--- src/rtl/adv7393_cfg_sequencer.sv ---
// ADV7393 configuration sequencer: walks a register table and writes each entry over I2C with bounded retry.
// Optional read-back verification of every write is compiled in with `define ADV7393_CFG_READBACK_EN.
module adv7393_cfg_sequencer #(
  parameter int          NUM_REGS     = 16,
  parameter int          RESET_WAIT   = 1000,
  parameter int          MAX_RETRY    = 3,
  parameter logic [7:0]  I2C_DEV_ADDR = 8'h54,
  parameter int          AUTO_START   = 1,
  localparam int         IW           = (NUM_REGS > 1) ? $clog2(NUM_REGS) : 1
) (
  input  logic          clk,
  input  logic          reset,
  input  logic          start,
  output logic [IW-1:0] tbl_idx,
  input  logic [7:0]    tbl_addr,
  input  logic [7:0]    tbl_data,
  output logic          cmd_valid,
  input  logic          cmd_ready,
  output logic          cmd_rnw,
  output logic [7:0]    cmd_dev,
  output logic [7:0]    cmd_reg,
  output logic [7:0]    cmd_data,
  input  logic          rsp_valid,
  input  logic          rsp_nack,
  input  logic [7:0]    rsp_rdata,
  output logic          busy,
  output logic          done,
  output logic          error,
  output logic [IW-1:0] err_idx
);

  localparam int WW = (RESET_WAIT > 0) ? $clog2(RESET_WAIT + 1) : 1;
  localparam int RW = (MAX_RETRY > 0) ? $clog2(MAX_RETRY + 1) : 1;
  localparam logic [WW-1:0] WAIT_LAST = (RESET_WAIT > 0) ? WW'(RESET_WAIT - 1) : '0;

  typedef enum logic [3:0] {
    ST_IDLE   = 4'd0,
    ST_WAIT   = 4'd1,
    ST_ISSUE  = 4'd2,
    ST_RESP   = 4'd3,
`ifdef ADV7393_CFG_READBACK_EN
    ST_VISSUE = 4'd4,
    ST_VRESP  = 4'd5,
`endif
    ST_NEXT   = 4'd6,
    ST_DONE   = 4'd7,
    ST_ERROR  = 4'd8
  } state_t;

`ifdef ADV7393_CFG_READBACK_EN
  localparam state_t ST_ACK = ST_VISSUE;
`else
  localparam state_t ST_ACK = ST_NEXT;
`endif

  state_t        state_r, state_nxt_s;
  logic [IW-1:0] idx_r, idx_nxt_s, err_idx_r, err_idx_nxt_s;
  logic [RW-1:0] retry_r, retry_nxt_s;
  logic [WW-1:0] wait_r, wait_nxt_s;
  logic [7:0]    cmd_reg_r, cmd_reg_nxt_s, cmd_data_r, cmd_data_nxt_s;
  logic [7:0]    wdata_r, wdata_nxt_s, cmd_dev_r;
  logic          last_r, last_nxt_s, auto_r;
  logic          cmd_valid_r, cmd_valid_nxt_s, cmd_rnw_r, cmd_rnw_nxt_s;
  logic          busy_r, busy_nxt_s, done_r, done_nxt_s, error_r, error_nxt_s;
  logic          idle_s, start_s, last_s, end_s, wait_done_s, can_retry_s;
  logic          resp_state_s, retry_inc_s;

  assign idle_s       = (state_r == ST_IDLE) || (state_r == ST_DONE) || (state_r == ST_ERROR);
  assign start_s      = idle_s && (start || auto_r);
  assign last_s       = (idx_r == IW'(NUM_REGS - 1));
  assign end_s        = (tbl_addr == 8'hFF);
  assign wait_done_s  = (wait_r == WAIT_LAST);
  assign can_retry_s  = (retry_r < RW'(MAX_RETRY));
`ifdef ADV7393_CFG_READBACK_EN
  assign resp_state_s = (state_r == ST_RESP) || (state_r == ST_VRESP);
`else
  assign resp_state_s = (state_r == ST_RESP);
  logic unused_rdata_s;
  assign unused_rdata_s = ^{rsp_rdata, wdata_r};
`endif
  assign retry_inc_s  = resp_state_s && rsp_valid && (state_nxt_s == ST_ISSUE);

  // State register
  always_ff @(posedge clk) begin
    if (reset) begin
      state_r <= ST_IDLE;
    end else begin
      state_r <= state_nxt_s;
    end
  end

  // Next-state decode; the end marker is checked while the index for the next ISSUE is already on tbl_idx
  always_comb begin
    state_nxt_s = state_r;
    case (state_r)
      ST_IDLE, ST_DONE, ST_ERROR: begin
        if (!start_s)             state_nxt_s = state_r;
        else if (RESET_WAIT > 0)  state_nxt_s = ST_WAIT;
        else if (end_s)           state_nxt_s = ST_DONE;
        else                      state_nxt_s = ST_ISSUE;
      end
      ST_WAIT: begin
        if (!wait_done_s) state_nxt_s = ST_WAIT;
        else if (end_s)   state_nxt_s = ST_DONE;
        else              state_nxt_s = ST_ISSUE;
      end
      ST_ISSUE: begin
        if (cmd_ready) state_nxt_s = ST_RESP;
        else           state_nxt_s = ST_ISSUE;
      end
      ST_RESP: begin
        if (!rsp_valid)       state_nxt_s = ST_RESP;
        else if (!rsp_nack)   state_nxt_s = ST_ACK;
        else if (can_retry_s) state_nxt_s = ST_ISSUE;
        else                  state_nxt_s = ST_ERROR;
      end
`ifdef ADV7393_CFG_READBACK_EN
      ST_VISSUE: begin
        if (cmd_ready) state_nxt_s = ST_VRESP;
        else           state_nxt_s = ST_VISSUE;
      end
      ST_VRESP: begin
        if (!rsp_valid)                              state_nxt_s = ST_VRESP;
        else if (!rsp_nack && (rsp_rdata == wdata_r)) state_nxt_s = ST_NEXT;
        else if (can_retry_s)                        state_nxt_s = ST_ISSUE;
        else                                         state_nxt_s = ST_ERROR;
      end
`endif
      ST_NEXT: begin
        if (last_r || end_s) state_nxt_s = ST_DONE;
        else                 state_nxt_s = ST_ISSUE;
      end
      default: state_nxt_s = ST_IDLE;
    endcase
  end

  // Output and datapath next values; index advances on NEXT entry so the table lookup is ready one cycle early
  always_comb begin
    idx_nxt_s       = idx_r;
    err_idx_nxt_s   = err_idx_r;
    retry_nxt_s     = retry_r;
    wait_nxt_s      = wait_r;
    last_nxt_s      = last_r;
    cmd_reg_nxt_s   = cmd_reg_r;
    cmd_data_nxt_s  = cmd_data_r;
    wdata_nxt_s     = wdata_r;
    cmd_valid_nxt_s = 1'b0;
    cmd_rnw_nxt_s   = 1'b0;
    busy_nxt_s      = 1'b1;
    done_nxt_s      = 1'b0;
    error_nxt_s     = 1'b0;
    case (state_nxt_s)
      ST_IDLE: busy_nxt_s = 1'b0;
      ST_ISSUE: begin
        cmd_valid_nxt_s = 1'b1;
        if (state_r != ST_ISSUE) begin
          cmd_reg_nxt_s  = tbl_addr;
          cmd_data_nxt_s = tbl_data;
          wdata_nxt_s    = tbl_data;
        end else begin
          cmd_reg_nxt_s  = cmd_reg_r;
        end
      end
`ifdef ADV7393_CFG_READBACK_EN
      ST_VISSUE: begin
        cmd_valid_nxt_s = 1'b1;
        cmd_rnw_nxt_s   = 1'b1;
        cmd_data_nxt_s  = 8'h00;
      end
`endif
      ST_NEXT: begin
        if (state_r != ST_NEXT) begin
          last_nxt_s  = last_s;
          retry_nxt_s = '0;
          idx_nxt_s   = last_s ? idx_r : idx_r + 1'b1;
        end else begin
          last_nxt_s  = last_r;
        end
      end
      ST_DONE: begin
        busy_nxt_s = 1'b0;
        done_nxt_s = 1'b1;
        idx_nxt_s  = '0;
      end
      ST_ERROR: begin
        busy_nxt_s  = 1'b0;
        error_nxt_s = 1'b1;
        idx_nxt_s   = '0;
        if (state_r != ST_ERROR) err_idx_nxt_s = idx_r;
        else                     err_idx_nxt_s = err_idx_r;
      end
      default: busy_nxt_s = 1'b1;
    endcase
    if (start_s) begin
      idx_nxt_s   = '0;
      retry_nxt_s = '0;
      wait_nxt_s  = '0;
    end else if (state_r == ST_WAIT) begin
      wait_nxt_s  = wait_r + 1'b1;
    end else if (retry_inc_s) begin
      retry_nxt_s = retry_r + 1'b1;
    end else begin
      wait_nxt_s  = wait_r;
    end
  end

  // Datapath and output registers
  always_ff @(posedge clk) begin
    if (reset) begin
      idx_r       <= '0;
      err_idx_r   <= '0;
      retry_r     <= '0;
      wait_r      <= '0;
      last_r      <= 1'b0;
      cmd_reg_r   <= 8'h00;
      cmd_data_r  <= 8'h00;
      wdata_r     <= 8'h00;
      cmd_dev_r   <= I2C_DEV_ADDR;
      cmd_valid_r <= 1'b0;
      cmd_rnw_r   <= 1'b0;
      busy_r      <= 1'b0;
      done_r      <= 1'b0;
      error_r     <= 1'b0;
      auto_r      <= (AUTO_START != 0);
    end else begin
      idx_r       <= idx_nxt_s;
      err_idx_r   <= err_idx_nxt_s;
      retry_r     <= retry_nxt_s;
      wait_r      <= wait_nxt_s;
      last_r      <= last_nxt_s;
      cmd_reg_r   <= cmd_reg_nxt_s;
      cmd_data_r  <= cmd_data_nxt_s;
      wdata_r     <= wdata_nxt_s;
      cmd_dev_r   <= I2C_DEV_ADDR;
      cmd_valid_r <= cmd_valid_nxt_s;
      cmd_rnw_r   <= cmd_rnw_nxt_s;
      busy_r      <= busy_nxt_s;
      done_r      <= done_nxt_s;
      error_r     <= error_nxt_s;
      auto_r      <= 1'b0;
    end
  end

  assign tbl_idx   = idx_r;
  assign err_idx   = err_idx_r;
  assign cmd_valid = cmd_valid_r;
  assign cmd_rnw   = cmd_rnw_r;
  assign cmd_dev   = cmd_dev_r;
  assign cmd_reg   = cmd_reg_r;
  assign cmd_data  = cmd_data_r;
  assign busy      = busy_r;
  assign done      = done_r;
  assign error     = error_r;

endmodule

--- config.mk ---
export PLATFORM = sky130hd
export DESIGN_NAME = adv7393_cfg_sequencer
export DESIGN_NICKNAME = d
export VERILOG_FILES = /design/src/rtl/adv7393_cfg_sequencer.sv
export SDC_FILE = /design/constraint.sdc
export NUM_CORES = 1
export LEC_CHECK = 0
export ABC_AREA = 1
export CORE_MARGIN = 2
export CORE_UTILIZATION = 43
export DETAILED_ROUTE_END_ITERATION = 6
export PLACE_DENSITY = 0.79
export SLEW_MARGIN = 0
export SYNTH_ARGS = -nofsm -noshare
export SYNTH_HDL_FRONTEND = slang
export SYNTH_SLANG_ARGS = --single-unit
--- constraint.sdc ---
create_clock -name clk -period 1.5 [get_ports clk]
set_input_delay 0.3 -clock clk [delete_from_list [all_inputs] [get_ports clk]]
set_output_delay 0.3 -clock clk [all_outputs]
set_load 0.05 [all_outputs]
==> run summary <==
DETAILED ROUTING
----------------------------------------------------------------------------------------------------
DR vias                                                                                         2595
Initial detailed-routing violation count                                                         154
Number of detailed-route iterations in the first pass                                              5
DRC violations left                                                                                0
Detailed Route WL                                                                            8.10 mm
Antenna viol nets, final                                                                           0
Via count normalized by instance count                                                          5.20
Average wire per cell in the routed design                                                   16.2 um

YOSYS
----------------------------------------------------------------------------------------------------
Largest family of logic cells by synthesized area                                       simple AND/OR/NAND/NOR gates
Post-synthesis adder-cell area fraction                                                        1.63%
Syn Inst Count                                                                                   315
Count of unique library cells instantiated by Yosys                                               32
Top-area cell type share of the netlist area                                                   40.0%
Simple-gate share of the synthesized area                                                      35.4%
Synth Area in Compound Gates                                                                   9.99%
Fraction of synthesized area in multiplexers                                                      0%
Synthesized flop and latch total                                                                  46
Ys Warns                                                                                           0
Async set or reset register ratio after synthesis                                                 0%
Cells taking the most area after synthesis                                              sky130_fd_sc_hd__dfxtp_1 (40%), sky130_fd_sc_hd__nand2_1 (10%), sky130_fd_sc_hd__nor2_1 (8.8%)
Average instance area after synthesis                                                       7.32 um2
Netlist area before placement                                                               2300 um2
Commonest register cell after synthesis                                                 sky130_fd_sc_hd__dfxtp_1
Post-synth EDFFs                                                                                   0
Post-synthesis cell type with the largest combined area                                 sky130_fd_sc_hd__dfxtp_1
Post-synthesis sequential area ratio                                                           40.0%
Xor/xnor cell area share of the yosys netlist                                                  2.28%

CRITICAL PATH
----------------------------------------------------------------------------------------------------
Register-to-Register Path Depth                                                                   10
Worst setup slack for register-to-register paths                                             -410 ps
Arrival time of the worst setup path                                                         2110 ps
Slowest cell on the critical path                                                       sky130_fd_sc_hd__dfxtp_2
Start of the worst register-to-register path                                            state_r[2]$_SDFF_PP0_
Worst setup path startpoint                                                             state_r[2]$_SDFF_PP0_
Largest fanout on the critical path                                                                3
Cell breakdown of the critical path                                                     inv_2, nand3_1, nand2_1, buf_4, a21oi_1, nand3_2, nor2_1, nand3_1, nand2_1, a21oi_2
Element type at the critical path end                                                       register
Reg-to-Reg End                                                                          retry_r[0]$_SDFF_PP0_
Worst Setup Start Kind                                                                      register
WS Path Type                                                                              reg -> reg
Req. time, crit path                                                                         1700 ps
Largest stage delay on the critical path                                                      380 ps

CTS
----------------------------------------------------------------------------------------------------
CTS root buffer                                                                         sky130_fd_sc_hd__clkbuf_8
Clk_lat worst skew                                                                            300 ps
Longest Clk Path Bufs                                                                              2
Clock-pin slew reported for the worst setup and hold paths after clock tree synthesis          90 ps
CTS H-tree lvls                                                                                    2
TritonCTS buffer count                                                                             5
TritonCTS clock tree                                                                            done
# clock sinks                                                                                     46

PWR
----------------------------------------------------------------------------------------------------
Comb power frac                                                                                12.6%
Proportion of power drawn by flip-flops and latches                                            45.7%
Switching power share of the total                                                             23.0%
Switching power summed over all nets                                                        0.621 mW
Worst voltage drop across the vdd grid                                                      0.696 mV
P_leak                                                                                       1.75 nW
Overall Power                                                                                2.70 mW
Internal portion of total power                                                              2.08 mW
Total power per unit cell area                                                            670 nW/um2
Clock power share                                                                              41.6%

STA
----------------------------------------------------------------------------------------------------
Clock period minus final worst setup slack                                                   1910 ps
Final Max Slew Viols                                                                               0
FMAX                                                                                         524 MHz
Unrepaired setup endpoints after global routing                                                 true
Final Setup Violations                                                                            36
Final worst path period share                                                                   127%
Fin. Hold Viols                                                                                    0
Worst slack on hold paths                                                                     487 ps
Worst path setup slack after routing                                                         -410 ps
Clock Skews                                                                                  9.20 ps

PLACED DESIGN
----------------------------------------------------------------------------------------------------
Placed Instance Area                                                                        3430 um2
Total half-perimeter wirelength after legalization and detailed placement                    4.43 mm
Number of port buffers                                                                            49
Placer Congestion                                                                              0.911

CELLS AND AREA
----------------------------------------------------------------------------------------------------
Filler instances                                                                                 298
Number of flip-flops in the largest register                                                      10
Final net count                                                                                  461
Most common cell after layout, fill and taps aside                                      sky130_fd_sc_hd__buf_4
Antenna cells                                                                                      0
Commonest non-fill, non-tap cells in the layout                                         sky130_fd_sc_hd__buf_4 (59), sky130_fd_sc_hd__nand2_1 (51), sky130_fd_sc_hd__nor2_1 (44)
Share of cells above drive strength 1                                                          43.6%
Area grow syn2layout                                                                           75.2%
Cell area after layout                                                                      4040 um2

DIE
----------------------------------------------------------------------------------------------------
Rows                                                                                              26
Overall die height                                                                           77.2 um
Area of the core                                                                            5140 um2
Area of the die                                                                             5960 um2
Io pins                                                                                           67
Die Width                                                                                    77.2 um
Effective utilization at floorplan                                                             44.8%

GLOBAL ROUTING
----------------------------------------------------------------------------------------------------
Number of antenna violations at the first check in global routing                                  0
Largest net degree at the start of global routing                                                 33
All-layer global routing usage                                                                 24.5%
Via count of the first global-routing pass                                                      2526
Wire length of the first global-routing pass                                                 11.8 mm
Congestion Overflow GR                                                                             0

HOLD PATH
----------------------------------------------------------------------------------------------------
Classification of the worst-slack hold path                                               reg -> reg
Worst min-delay path startpoint                                                         wait_r[9]$_SDFFE_PP0P_
Number of cells traversed by the worst hold path                                                   2
Sink of the worst hold path                                                             wait_r[9]$_SDFFE_PP0P_

OUTCOME
----------------------------------------------------------------------------------------------------
Run status                                                                              finished with violations
Violations in the final reports                                                         negative setup slack

JOB
----------------------------------------------------------------------------------------------------
Number of max-capacitance violations reported                                                      0

## timing repair
action                     CTS  global route
cloned                       3             0
hold buffers                 0             0
gates resized for setup     63            33
setup endpoints to repair   29            35
buffers inserted            14             7
pin swaps                   28            23
## power by group through the flow
stage	Combinational, mW	Clock (mW)	Sequential (mW)
2_1_floorplan	0.158	0	1.27
3_3_place_gp	0.290	0	1.27
3_5_place_dp	0.294	0	1.27
4_1_cts	0.304	1.14	1.24
5_1_grt	0.359	1.19	1.24
6_report	0.341	1.13	1.24
## per-layer routing
layer  track usage, %  wire, um  up-vias
li1                 -         -     1215
met1             26.5      3140     1231
met2             46.1      4220      123
met3             5.18       492       26
met4             9.64       247        0
met5                0         0        -
## layout make-up
cell class	count	area, um2	share of cell area, %
sequential	46	941	23.3
clock inverter	2	60.1	1.49
multi-input combinational	229	1390	34.4
timing repair buffer	119	1370	34.0
inverter	27	106	2.63
tap	70	87.6	2.17
clock buffer	6	82.6	2.04
## critical path: cells and delay by family, from the launching register on
| kind | cells | cell delay, ps |
|---|---|---|
| compound gates | 2 | 300 |
| flops | 1 | 380 |
| simple gates | 6 | 900 |
| buf+inv | 2 | 230 |
## cell families after synthesis
family,after synthesis
and+or+nand+nor,171
buffers and inverters,47
DFF,46
AOI/OAI and AO/OA,40
xor gates and xnor gates,6
adders and majority gates,3
other,2
## synth_stat cells, types with 2 or more instances
master                     instances
sky130_fd_sc_hd__nand4_1           3
sky130_fd_sc_hd__clkbuf_1          5
sky130_fd_sc_hd__nand2_1          62
sky130_fd_sc_hd__nor3_1            5
sky130_fd_sc_hd__conb_1            2
sky130_fd_sc_hd__inv_1            23
sky130_fd_sc_hd__buf_4            10
sky130_fd_sc_hd__nor2_2            3
sky130_fd_sc_hd__nand2_2           5
sky130_fd_sc_hd__nand3b_1         16
sky130_fd_sc_hd__inv_2             4
sky130_fd_sc_hd__buf_6             2
sky130_fd_sc_hd__dfxtp_1          46
sky130_fd_sc_hd__xor2_1            3
sky130_fd_sc_hd__ha_1              3
sky130_fd_sc_hd__buf_1             2
sky130_fd_sc_hd__xnor2_1           3
sky130_fd_sc_hd__nor2_1           54
sky130_fd_sc_hd__a21oi_1          29
sky130_fd_sc_hd__a21oi_4           2
sky130_fd_sc_hd__o21ai_0           7
sky130_fd_sc_hd__nand3_1          16
## stage by stage
step | instances | util (%) | setup TNS [ps] | setup WS (ps)
after floorplan | 322 | - | -871 | -69.5
after global placement | 468 | 66.8 | -13660 | -558
after detailed placement | 468 | 66.8 | -14970 | -638
after CTS | 493 | 75.7 | -3830 | -215
after global routing | 499 | 78.6 | -10310 | -490
final | 499 | 78.6 | -7290 | -410
## worst max path at each step
stage,to,slack [ps],depth (start not counted)
2_1_floorplan,cmd_data[4]$_SDFFE_PP0P_,-70,12
3_3_place_gp,cmd_data[3]$_SDFFE_PP0P_,-560,13
3_5_place_dp,cmd_reg[6]$_SDFFE_PP0P_,-640,12
4_1_cts,cmd_reg[6]$_SDFFE_PP0P_,-220,13
5_1_grt,retry_r[0]$_SDFF_PP0_,-490,10
6_report,retry_r[0]$_SDFF_PP0_,-410,10
Power figures use the tool's default switching activity.
==> RTL edit, RTL diff (same flow settings) <==
The 7 states of `state_t` get a Gray code encoding in 3 bits.
--- a/src/rtl/adv7393_cfg_sequencer.sv
+++ b/src/rtl/adv7393_cfg_sequencer.sv
@@ -34,16 +34,16 @@
   localparam logic [WW-1:0] WAIT_LAST = (RESET_WAIT > 0) ? WW'(RESET_WAIT - 1) : '0;
 
-  typedef enum logic [3:0] {
-    ST_IDLE   = 4'd0,
-    ST_WAIT   = 4'd1,
-    ST_ISSUE  = 4'd2,
-    ST_RESP   = 4'd3,
+  typedef enum logic [2:0] {
+    ST_IDLE   = 3'b000,
+    ST_WAIT   = 3'b001,
+    ST_ISSUE  = 3'b011,
+    ST_RESP   = 3'b010,
 `ifdef ADV7393_CFG_READBACK_EN
     ST_VISSUE = 4'd4,
     ST_VRESP  = 4'd5,
 `endif
-    ST_NEXT   = 4'd6,
-    ST_DONE   = 4'd7,
-    ST_ERROR  = 4'd8
+    ST_NEXT   = 3'b110,
+    ST_DONE   = 3'b111,
+    ST_ERROR  = 3'b101
   } state_t;
 
Function: same outputs for any inputs over 10 cycles, from zero or initial values and one cycle with reset high; not proved beyond that.
==> RTL edit against the original RTL <==
The flow still finishes with violations (setup timing). Power shrank 16%. Synthesized area fell by 3.6%. Sequential cell count fell by 1. Critical path depth increased by 3. Setup slack improved by 0.10 ns. Cell area down 3.4%. Routed wire length shrank 9.2%. Critical path type unchanged.
==> RTL edit: results (changes against the original RTL) <==
- Status: finished, violations left (unchanged)
- Failing checks: setup timing (unchanged)
- First-pass GRT wire length: 11.04 mm (was 11.75 mm)
- Met2 WL: 3.832 mm (was 4.220 mm)
- Global-route track usage on met3: 5.952% (was 5.176%)
- Drt initial violations: 178 (was 154)
- Max FO, Critical Path: 5 (was 3)
- Placed cell area: 3376 µm² (was 3433 µm²)
- Power per Cell Area: 583.6 nW/µm² (was 669.6 nW/µm²)
- Complex-gate fraction of the synthesized area: 6.254% (was 9.989%)
- RD Place Congestion: 0.9310 (was 0.9107)
- CTS resizes: 59 (was 63)
- Final HPWL from detailed placement: 4.226 mm (was 4.429 mm)
- Total GRT Usage: 25.30% (was 24.54%)
- Final nets: 428 (was 461)
- DR WL/cell: 15.78 µm (was 16.24 µm)
- CLK BUF: 5 (was 6)
- Synth Area in XOR/XNOR: 1.577% (was 2.280%)
- Synth warn: 0 (unchanged)
- Vias/cell: 5.212 (was 5.200)
- Top layer reached by signal wires: met4 (unchanged)
- Inverters: 25 (was 27)
- Adder-Cell Fraction of Synth Area: 1.690% (was 1.629%)
- Total CTS buffers: 5 (unchanged)
- Total wire length: 7.354 mm (was 8.102 mm)
- Multi-input comb cells: 218 (was 229)
- Fill cell count: 292 (was 298)
- Arr. time, crit path: 2.05 ns (was 2.11 ns)
- Largest net degree at the start of global routing: 18 (was 33)
- Dpl ws: -0.5547 ns (was -0.6382 ns)
- Clock network area share: 2.084% (was 3.532%)
- GR Layer Usage met2: 44.54% (was 46.09%)
- Crit path setup slack, layout: -0.3077 ns (was -0.4099 ns)
- Final Setup Violations: 31 (was 36)
- Buffers, non-clock: 100 (was 119)
- Leakage: 1.592 nW (was 1.753 nW)
- Net switching power: 620.9 µW (was 621.2 µW)
- TNS Setup: -6.666 ns (was -7.286 ns)
- Post-CTS Setup Inserts: 12 (was 14)
- Synth cell types: 30 (was 32)
- Vias in the first global route: 2431 (was 2526)
- Fraction of area in multi-input gates: 37.51% (was 34.36%)
- Met1 GRT Util: 29.26% (was 26.54%)
- Post-Route Skew: 0.002847 ns (was 0.009204 ns)
- Area contributors post-synth: dfxtp_1 (41%), nand2_1 (9.5%), nor2_2 (7.0%) (was dfxtp_1 (40%), nand2_1 (10%), nor2_1 (8.8%))
- Worst vdd ir: 0.6738 mV (was 0.6964 mV)
- Met3 routed WL: 536 µm (was 492 µm)
- Share of layout cells above drive strength 1: 48.23% (was 43.59%)
- #FFs+latches synth: 45 (was 46)
- Routed metal-1 wirelength: 2.726 mm (was 3.142 mm)
-- RTL edit: power groups by stage --
stage                     clock network, mW  logic [mW]  registers [mW]
after floorplan                           0       0.159            1.25
after global placement                    0       0.276            1.24
after detailed placement                  0       0.283            1.24
after CTS                             0.727       0.313            1.21
after global routing                  0.787       0.356            1.22
final                                 0.725       0.339            1.21
-- RTL edit: critical path, cell delays in order, from the launching register on --
cell and delay (ns):
dfxtp_4 0.39, nand2_1 0.08, inv_1 0.06, buf_4 0.14, nand2_1 0.13, o21ai_4 0.10, inv_2 0.08, nand2_4 0.08
nor2_8 0.16, inv_4 0.07, nor2_8 0.14, clkbuf_16 0.18, nor2_2 0.04, nor2_1 0.08
-- RTL edit: path summary, 6_finish.rpt --
path	from	depth (start not counted)	slack, ns	to
max	state_r[0]	13	-0.31	cmd_reg[7]
min	tbl_addr[5]	4	0.45	cmd_reg[5]
max reg2reg	state_r[0]	13	-0.31	cmd_reg[7]
min reg2reg	err_idx[1]	2	0.51	err_idx[1]
